<file path="src/rtl/uart_rx_tx_fifo.sv">
// Purpose : byte FIFO between a UART receiver and a UART transmitter, with a launch FSM that
//           feeds the transmitter one byte at a time.
// Latency : a push into an empty FIFO with the transmitter idle gives o_Tx_DV one cycle later.
// Backpressure: launches wait for i_Tx_Active=0 and i_Tx_Done; pushes into a full FIFO with no
//           same-edge pop are dropped and set the sticky o_Overflow flag.
//
// Ports:
//   i_Clock, i_Rst_n         clock and synchronous active-low reset
//   i_Rx_DV, i_Rx_Byte       receive strobe and byte (push side)
//   i_Tx_Active, i_Tx_Done   transmitter busy level and completion strobe
//   i_Clr_Ovf                clears o_Overflow (a same-edge drop wins)
//   o_Tx_DV, o_Tx_Byte       one-cycle launch strobe and byte to transmit
//   o_Count, o_Empty, o_Full occupancy 0..DEPTH and its derived flags
//   o_Overflow               sticky: a received byte was dropped
module uart_rx_tx_fifo #(
  parameter int DEPTH  = 16,
  parameter int ADDR_W = 4
) (
  input  logic              i_Clock,
  input  logic              i_Rst_n,
  input  logic              i_Rx_DV,
  input  logic [7:0]        i_Rx_Byte,
  input  logic              i_Tx_Active,
  input  logic              i_Tx_Done,
  input  logic              i_Clr_Ovf,
  output logic              o_Tx_DV,
  output logic [7:0]        o_Tx_Byte,
  output logic [ADDR_W:0]   o_Count,
  output logic              o_Empty,
  output logic              o_Full,
  output logic              o_Overflow
);

  typedef enum logic [1:0] {IDLE, LAUNCH, WAIT_DONE} state_t;

  state_t              state;
  logic [7:0]          mem [DEPTH];
  logic [ADDR_W-1:0]   wr_ptr;
  logic [ADDR_W-1:0]   rd_ptr;
  logic [ADDR_W:0]     count;
  logic                pop;
  logic                push;
  logic                drop;

  assign o_Count = count;
  assign o_Empty = (count == '0);
  assign o_Full  = (count == (ADDR_W+1)'(DEPTH));

  // The FSM pops the head on the same edge it registers the launch strobe.
  assign pop  = (state == IDLE) && !o_Empty && !i_Tx_Active;
  // A pop on the same edge frees a slot, so a full FIFO can still accept.
  assign push = i_Rx_DV && (!o_Full || pop);
  assign drop = i_Rx_DV && o_Full && !pop;

  // Storage is not reset; pointers and count define what is valid.
  always_ff @(posedge i_Clock) begin
    if (i_Rst_n && push) begin
      mem[wr_ptr] <= i_Rx_Byte;
    end
  end

  always_ff @(posedge i_Clock) begin
    if (!i_Rst_n) begin
      wr_ptr     <= '0;
      rd_ptr     <= '0;
      count      <= '0;
      o_Overflow <= 1'b0;
    end else begin
      // DEPTH is a power of two, so the pointers wrap naturally.
      if (push) wr_ptr <= wr_ptr + ADDR_W'(1);
      if (pop)  rd_ptr <= rd_ptr + ADDR_W'(1);
      case ({push, pop})
        2'b10:   count <= count + (ADDR_W+1)'(1);
        2'b01:   count <= count - (ADDR_W+1)'(1);
        default: count <= count;
      endcase
      // A drop on the clear edge wins so the loss is never hidden.
      if (drop)           o_Overflow <= 1'b1;
      else if (i_Clr_Ovf) o_Overflow <= 1'b0;
    end
  end

  always_ff @(posedge i_Clock) begin
    if (!i_Rst_n) begin
      state     <= IDLE;
      o_Tx_DV   <= 1'b0;
      o_Tx_Byte <= 8'h00;
    end else begin
      o_Tx_DV <= 1'b0;
      case (state)
        IDLE: begin
          if (pop) begin
            o_Tx_DV   <= 1'b1;
            o_Tx_Byte <= mem[rd_ptr];
            state     <= LAUNCH;
          end
        end
        // One cycle for the transmitter to raise i_Tx_Active before we
        // start listening for its done strobe.
        LAUNCH:    state <= WAIT_DONE;
        WAIT_DONE: if (i_Tx_Done) state <= IDLE;
        default:   state <= IDLE;
      endcase
    end
  end

endmodule

</file>
<file path="config.mk">
export PLATFORM = sky130hd
export DESIGN_NAME = uart_rx_tx_fifo
export DESIGN_NICKNAME = d
export VERILOG_FILES = /design/src/rtl/uart_rx_tx_fifo.sv
export SDC_FILE = /design/constraint.sdc
export NUM_CORES = 1
export LEC_CHECK = 0
export CORE_ASPECT_RATIO = 1.25
export CORE_MARGIN = 2
export CORE_UTILIZATION = 45
export DETAILED_ROUTE_END_ITERATION = 8
export PLACE_DENSITY = 0.75
export SETUP_SLACK_MARGIN = 0.5
export SLEW_MARGIN = 0
export SYNTH_ARGS = -nofsm -noshare
export SYNTH_HDL_FRONTEND = slang
export SYNTH_SLANG_ARGS = --single-unit
export TNS_END_PERCENT = 20
</file>
<file path="constraint.sdc">
create_clock -name i_Clock -period 3.1 [get_ports i_Clock]
set_clock_uncertainty 0.2 [all_clocks]
set_input_delay 0.62 -clock i_Clock [delete_from_list [all_inputs] [get_ports i_Clock]]
set_output_delay 0.62 -clock i_Clock [all_outputs]
set_load 0.03 [all_outputs]
</file>
==> results of run 1 <==
through the flow:
step,total power (W),setup slack [ns]
after floorplan,0.00323,0.401
after global placement,0.00364,0.0665
after detailed placement,0.00367,-0.0304
after CTS,0.00564,0.487
after global routing,0.00582,0.488
final,0.00562,0.553
worst paths after layout:
path | start | to | slack, ns
worst min register to register | o_Overflow | o_Overflow | 0.30
worst min-delay path | o_Overflow | o_Overflow | 0.30
worst max register to register | o_Count[3] | o_Count[4] | 0.57
worst max-delay path | o_Count[4] | o_Count[4] | 0.55
layout make-up:
cell class                      instances  area [sq um]  share of cell area
Inverter                                8          30.0             0.00399
Sequential cell                       153          4350               0.578
Clock inverter                         12           101              0.0135
Clock buffer                           20           457              0.0607
Timing Repair Buffer                   62           558              0.0742
Tap cell                              175           219              0.0291
Multi-Input combinational cell        229          1810               0.240
cells in the final DEF (no fill, tap or decap), types with 3 or more instances in the layout:
| master | count |
|---|---|
| a21oi_1 | 12 |
| buf_4 | 31 |
| clkbuf_16 | 17 |
| clkdlybuf4s50_1 | 27 |
| clkinvlp_4 | 6 |
| dfxtp_1 | 22 |
| edfxtp_1 | 128 |
| ha_1 | 6 |
| inv_1 | 7 |
| mux2i_1 | 71 |
| nand2_1 | 11 |
| nand3_1 | 6 |
| nand3b_1 | 3 |
| nor2_1 | 29 |
| nor4_1 | 8 |
| o21ai_0 | 5 |
| o21ai_1 | 5 |
| o22ai_1 | 32 |
| or3_1 | 3 |
| or3b_1 | 3 |
| xnor2_1 | 3 |
| xor2_1 | 3 |
where the power goes:
part / leakage (nW) / switching [W] / internal (W) / total [W]
logic: 0.799 / 0.000731 / 0.000527 / 0.00126
registers: 1.36 / 0.000112 / 0.00235 / 0.00246
clock network: 0.255 / 0.000764 / 0.00114 / 0.00190
total: 2.41 / 0.00161 / 0.00401 / 0.00562
Yosys cell counts, drive strengths merged:
master   count  area (sq um)
clkbuf       8          30.0
buf         12          61.3
or3b         3          26.3
nand3        7          35.0
a311o        1          10.0
or3          4          25.0
a21oi       14          81.3
a211oi       2          20.0
xnor2        3          26.3
and3         2          12.5
nor3         3          20.0
nand2b       1          6.26
inv          8          30.0
fa           1          20.0
o211ai       1          7.51
o31ai        1          7.51
nand2       12          45.0
nor2        30           113
o21ai       10          50.0
dfxtp       25           500
a31oi        3          48.8
nand3b       3          22.5
o22ai       32           200
a21o         1          7.51
or4          2          18.8
edfxtp     128          3840
nor4         9          71.3
ha           8           100
xor2         3          26.3
a2bb2oi      1          8.76
o311ai       1          26.3
mux2i       71           711
cell families after synthesis:
family	count (synthesis)
AO/OA/AOI/OAI	67
XOR/XNOR	6
adder cells (fa/ha/maj)	9
buffers and inverters	28
flip-flops	153
multiplexers	71
AND/OR/NAND/NOR	76
flip-flops by register name, indices dropped and copies added, names as in the netlist:
name,cells
mem,128
o_Count,5
o_Overflow,1
o_Tx_Byte,8
o_Tx_DV,1
rd_ptr,4
state,2
wr_ptr,4
what timing repair did:
item | 4_1_cts | 5_1_grt
hold buffers | 0 | 0
pin swaps | 3 | 4
buffers inserted | 3 | 0
gates resized for setup | 16 | 4
setup endpoints to repair | 3 | 64
routing by layer:
metal  vias to the layer above  global-route usage  share of wire
li1                       1710                   -              -
met1                      1826               0.212           0.39
met2                       108               0.329           0.53
met3                        29              0.0515          0.049
met4                         0              0.0897          0.026
met5                         -                   0              0
==> impl_results.md, run 1 <==
- Outcome: finished clean
- CORE AREA: about 14000 sq um
- H-tree levels: 4
- Slew Limit Fails: 0
- Rows: 48
- Reg2Reg Depth: 9
- Fillers: 1047
- Final setup viols: 0
- NumNets Final: approximately 490
- Power per cell area: 747 nW/um^2
- DP Area: about 6900 sq um
- Crit path cell chain: clkdlybuf4s50_1
- Drt total wl: between 10 and 15 mm
- Post-Synth Adder-Cell Area: 0.0193
- Initial antenna violation count: 0
- WS Path Type: register to primary output
- Synth Area in XOR/XNOR: 0.00846
- Gr usage total: 0.189
- CTS tree: yes
- CP Data Arrival Time: 1.73 ns
- Post-synthesis simple-gate area fraction: 0.0636
- Placed insts: between 600 and 700
- Area delta synth->final: 21.1%
- Worst vdd ir: ~0.56 mV
- Vias/cell: 5.57
- Clock transition at the registers of the reported paths: about 0.060 ns
- Finished Layout Cells: approximately 660
- HP Class: register to register
- Relative slew slack: 0.548
- Worst path depth: 1
- First-pass GRT wire length: roughly 20 mm
- Max Cap Violations: 0
- Mapped Cells: 410
- Clk sinks: 153
- Syn nets: ~430
- Crit-path leading delay family: buffers and inverters
- DRT antenna net count: 0
- Final Hold Vio Count: 0
- Sequential share of the synthesized area: 0.699
- Clk buf depth: 2
- Cell variety after synth: between 40 and 50
- Minimum clock period: about 2.5 ns
- Drt first pass iters: 5
- Critical path buffers and inverters: 1
- CP Capture Type: primary output
- Fin area: between 7000 and 8000 sq um
- RSZ-0062 raised after global routing: true
- WHS: 0.301 ns
- Detailed-placement wirelength estimate: just under 9 mm
- Largest net degree at the start of global routing: 35
- Area of the mapped netlist: between 6000 and 7000 sq um
- Critical path's slowest cell: clkdlybuf4s50_1
- DRT iter0 DRCs: roughly 240
- Mux contribution to synthesized area: 0.114
- Worst-Margin Slew: slightly below 0.7 ns
- WHS Path Cells: 2
- DRC viols: 0
- DR WL/cell: between 15 and 20 um
- Worst skew pair latency: between 0.4 and 0.5 ns
- CTS Buf Count: 17
- Main combinational cell family by area after synthesis: multiplexers
- Fin util: 0.552
- Vias in the first global route: about 3800
- Element type at the critical path start: register
- Total congestion overflow: 0
- FMAX: 393 MHz
- Compound-Gate Fraction of Synth Area: 0.0753
- Setup TNS: 0 ns
- Num ports: 31
- Die area: 14800 sq um
- Diodes inserted: 0
- Die Y-Extent: 135 um
- Crit path max fanout: 8
- CP Data Required Time: roughly 2.3 ns
- Flops & latches, synth: roughly 150
- Vias: 3673
- Avg Inst Size Synth: around 15 sq um
- Gpl congestion: around 0.8
- Initial Util: 0.456
- Leak Pwr: 2.41 nW
- YS warnings: 0
- Die W: ~110 um
- Port bufs: 30
- Share of cells above drive strength 1: 0.169
- Period Utilization, post-route: 0.822
- Root Buffer: clkbuf_16
- Largest stage delay, worst path: around 0.76 ns
Power figures use the tool's default switching activity.
==> run 2, diff against run 1 <==
clock period = 2.5 ns   (was 3.1 ns; I/O delays follow)
==> impl_results.md, run 2 (same netlist as run 1, synthesis figures left out) <==
- Period Utilization, post-route: 0.976
- Element type at the critical path start: register
- Max Cap Violations: 0
- Detailed-placement wirelength estimate: ~8.7 mm
- Outcome: finished clean
- RSZ-0062 raised after global routing: true
- Worst skew pair latency: 0.42 ns
- Placed insts: 634
- Root Buffer: clkbuf_16
- M1 WL: 5.03 mm
- Gr usage total: 0.194
- Initial antenna violation count: 0
- CP Data Arrival Time: between 1.5 and 2 ns
- Clock transition at the registers of the reported paths: 0.06 ns
- Power per cell area: 970 nW/um^2
- Largest Register: mem
- Met3 WL post-DR: roughly 740 um
- Drt first pass iters: 4
- Final Hold Vio Count: 0
- Commonest non-fill, non-tap cell in the layout: edfxtp_1
- Vias/cell: between 5 and 6
- CTS Buf Count: 17
- NumNets Final: between 500 and 600
- Initial Util: 0.456
- DRT iter0 DRCs: roughly 340
- Num ports: 31
- WS Path Type: register to primary output
- DR WL/cell: 19.7 um
- FMAX: 410 MHz
- Final setup viols: 0
- Area delta synth->final: 26.5%
- Vias in the first global route: between 3000 and 4000
- Clk buf depth: 2
- DRC viols: 0
- Gpl congestion: between 0.8 and 0.9
- CTS tree: yes
- DRT antenna net count: 0
- Drt total wl: 13.3 mm
- Leak Pwr: about 2.6 nW
- Largest net degree at the start of global routing: 27
- Die area: 14800 sq um
- DR top layer: met4
- Rows: 48
- H-tree levels: 4
- Die Y-Extent: approximately 140 um
- Diodes inserted: 0
- Max reg flops: approximately 130
- Worst vdd ir: around 0.7 mV
- Die W: 109 um
- Vias: approximately 3800
- Finished Layout Cells: 679
- Total congestion overflow: 0
- Port bufs: 30
- Share of cells above drive strength 1: 0.248
- Relative slew slack: 0.527
- Hold_buf cts: 0
- Most frequent cells in the layout: edfxtp_1, mux2i_1, buf_4, o22ai_1
- Slew Limit Fails: 0
- First-pass GRT wire length: 20.6 mm
- CP Capture Type: primary output
- CP Data Required Time: around 1.8 ns
- Fin util: 0.577
- Crit path max fanout: 5
- CORE AREA: between 10000 and 15000 sq um
- Routed met2 length: between 7 and 8 mm
- Fillers: between 1000 and 1500
- Minimum clock period: ~2.4 ns
- Clk sinks: around 150
- HP Class: register to register
- Worst-Margin Slew: around 0.71 ns
-- run 2: cell types whose count changed in the layout (fill, tap and decap cells not counted), moves of 5 or more --
cell,previous run,this run
buf_4,31,41
buf_6,1,11
clkdlybuf4s50_1,27,22
clkinvlp_4,6,1
nor2_1,29,22
nor2_4,0,6
-- run 2: path summary, 6_finish.rpt --
check	start	to	slack [ns]	depth (start not counted)
worst max-delay path	o_Count[1]	o_Empty	0.06	4
worst min-delay path	o_Tx_Byte[3]	o_Tx_Byte[3]	0.32	2
worst max register to register	o_Count[3]	o_Count[4]	0.11	9
worst min register to register	o_Tx_Byte[3]	o_Tx_Byte[3]	0.32	2
-- run 2: layout make-up --
| cell class | count | area (sq um) | share of cell area |
|---|---|---|---|
| Sequential cell | 153 | 4360 | 0.554 |
| Multi-Input combinational cell | 229 | 1890 | 0.240 |
| Timing Repair Buffer | 82 | 754 | 0.0960 |
| Clock buffer | 19 | 433 | 0.0551 |
| Tap cell | 175 | 219 | 0.0279 |
| Clock inverter | 13 | 179 | 0.0228 |
| Inverter | 8 | 30.0 | 0.00382 |
-- run 2: routing by layer --
layer	vias to the layer above	track usage
li1	1743	-
met1	1874	0.221
met2	129	0.334
met3	29	0.0467
met4	0	0.0983
met5	-	0
-- run 2: metrics by stage --
stage / power [W] / setup WS, ns / setup TNS (ns) / hold WS (ns) / instance area, sq um
after global placement: 0.00464 / -0.378 / -17.95 / 0.276 / 7010
after detailed placement: 0.00468 / -0.408 / -20.35 / 0.314 / 7010
after global routing: 0.00793 / 0.0221 / 0 / 0.357 / 7860
after floorplan: 0.00402 / -0.0704 / -0.0704 / 0.328 / 6270
after CTS: 0.00752 / 0.0481 / 0 / 0.327 / 7790
final: 0.00763 / 0.0602 / 0 / 0.322 / 7860
-- run 2: repair_timing --
action	in CTS	in global routing
endpoints found under the hold margin	0	0
setup buffers	10	3
setup endpoints to repair	157	159
gates resized for setup	38	12
pin swaps	13	11
-- run 2: where the power goes --
group | switching, W | internal (W)
Sequential | 0.000107 | 0.00292
Combinational | 0.00106 | 0.000917
Clock | 0.000962 | 0.00166
-- run 2: critical path, cell delays in order, from the launching register on --
cell and delay, ns:
dfxtp_2 0.34, buf_4 0.16, or4_4 0.56, nor2_4 0.13, buf_6 0.14
==> run 3, diff against run 2 <==
CORE_MARGIN = 1   (was 2)
==> impl_results.md, run 3 (same netlist as run 1, synthesis figures left out) <==
- Setup TNS: 0 ns
- Detailed-placement wirelength estimate: ~8.9 mm
- WS Path Type: register to primary output
- Vias/cell: ~5.5
- Die area: roughly 14000 sq um
- Vias in the first global route: about 4000
- Multi-input logic area: around 1900 sq um
- CP Data Arrival Time: about 1.7 ns
- Die W: ~110 um
- Worst-Margin Slew: 0.743 ns
- Most frequent cells in the layout: edfxtp_1, mux2i_1, buf_4, o22ai_1, clkdlybuf4s50_1
- Max reg flops: ~130
- Hold_buf cts: 0
- Worst skew pair latency: ~0.42 ns
- Reg2Reg Depth: 7
- Gr usage total: 0.209
- Worst Hold Launch: o_Tx_Byte[7]
- FF-to-FF setup slack: ~0.11 ns
- Leak Pwr: about 2.6 nW
- WHS Path Cells: 2
- CTS Buf Count: 17
- H-tree levels: 4
- Drt total wl: about 14 mm
- Initial Util: 0.465
- Drt first pass iters: 5
- Reg2reg end: o_Count[4]
- Max Cap Violations: 0
- Clk sinks: between 150 and 200
- NumNets Final: 519
- DRT antenna net count: 0
- Fin util: 0.589
- Power per cell area: approximately 950 nW/um^2
- Vias: between 3000 and 4000
- Hold EP: o_Tx_Byte[7]
- Element type at the critical path start: register
- DRC viols: 0
- Relative slew slack: 0.503
- FMAX: around 410 MHz
- Reg-to-reg startpoint: state[1]
- Crit path max fanout: 3
- Initial antenna violation count: 0
- Root Buffer: clkbuf_16
- Fillers: between 900 and 1000
- RSZ-0062 raised after global routing: true
- DR WL/cell: just over 20 um
- Area delta synth->final: 26.5%
- Num ports: 31
- Largest Register: mem
- Share of cells above drive strength 1: 0.253
- Period Utilization, post-route: 0.964
- Port bufs: 30
- Outcome: finished clean
- Clock transition at the registers of the reported paths: 0.06 ns
- Largest net degree at the start of global routing: 24
- Total congestion overflow: 0
- CORE AREA: between 10000 and 15000 sq um
- Diodes inserted: 0
- Minimum clock period: ~2.4 ns
- First-pass GRT wire length: between 20 and 25 mm
- Gpl congestion: just under 0.8
- Rows: 47
- Commonest non-fill, non-tap cell in the layout: edfxtp_1
- CP Capture Type: primary output
- Die Y-Extent: between 100 and 150 um
- Slew Limit Fails: 0
- HP Class: register to register
- Sequential cell area: roughly 4400 sq um
- Clk buf depth: 2
- Final Hold Vio Count: 0
- Worst vdd ir: 0.716 mV
- CP Data Required Time: 1.80 ns
- Final setup viols: 0
- DRT iter0 DRCs: ~300
- CTS tree: yes
## run 3: cell types whose count changed in the layout (fill, tap and decap cells not counted), moves of 2 or more
cell	before	now
buf_4	41	46
bufinv_16	4	0
clkbuf_16	17	20
clkbuf_1	2	0
clkinv_2	5	3
inv_4	0	2
inv_6	0	2
## run 3: critical path, cell delays in order, from the launching register on
cell     delay [ns]
dfxtp_2        0.34
buf_6          0.12
or4_4          0.56
nor2_4         0.13
buf_6          0.14
## run 3: final cells by class
cell class / instances / area share
sequential: 153 / 0.554
multi-input combinational: 229 / 0.240
timing repair buffer: 87 / 0.0998
clock buffer: 21 / 0.0654
tap: 171 / 0.0272
clock inverter: 11 / 0.0102
inverter: 8 / 0.00382
## run 3: worst max-delay path by stage
stage	to	startpoint	slack, ns	cells after the start
detailed placement	o_Count[4]	i_Tx_Active	-0.46	8
floorplan	o_Count[4]	i_Tx_Active	-0.07	8
finish	o_Empty	o_Count[3]	0.09	4
global placement	o_Count[4]	i_Tx_Active	-0.36	8
CTS	o_Empty	o_Count[3]	0.07	4
global route	o_Count[4]	state[1]	0.05	7
## run 3: what timing repair did
action	CTS	global route
gates resized for setup	46	5
pin swaps	16	8
buffers inserted	13	3
gates cloned	0	0
endpoints found under the setup margin	156	162
## run 3: stage by stage
step	instance area (sq um)	power, W	hold WS [ns]	cells	worst slack (ns)
2_1_floorplan	6270	0.00402	0.328	410	-0.0704
4_1_cts	7820	0.00741	0.329	677	0.0713
3_5_place_dp	7010	0.00467	0.314	632	-0.455
3_3_place_gp	7010	0.00462	0.285	632	-0.363
6_report	7860	0.00748	0.325	680	0.0899
5_1_grt	7860	0.00775	0.345	680	0.0504
## run 3: power by group
group,switching [W],total (W),internal (W)
sequential,0.000110,0.00302,0.00291
clock,0.00101,0.00249,0.00148
combinational,0.00107,0.00196,0.000894
total,0.00219,0.00748,0.00529
## run 3: routing by layer
layer	vias to the layer above	global-route usage	share of wire
li1	1758	-	-
met1	1856	0.248	0.37
met5	-	0	0
met2	116	0.365	0.55
met4	0	0.0852	0.019
met3	16	0.0479	0.062
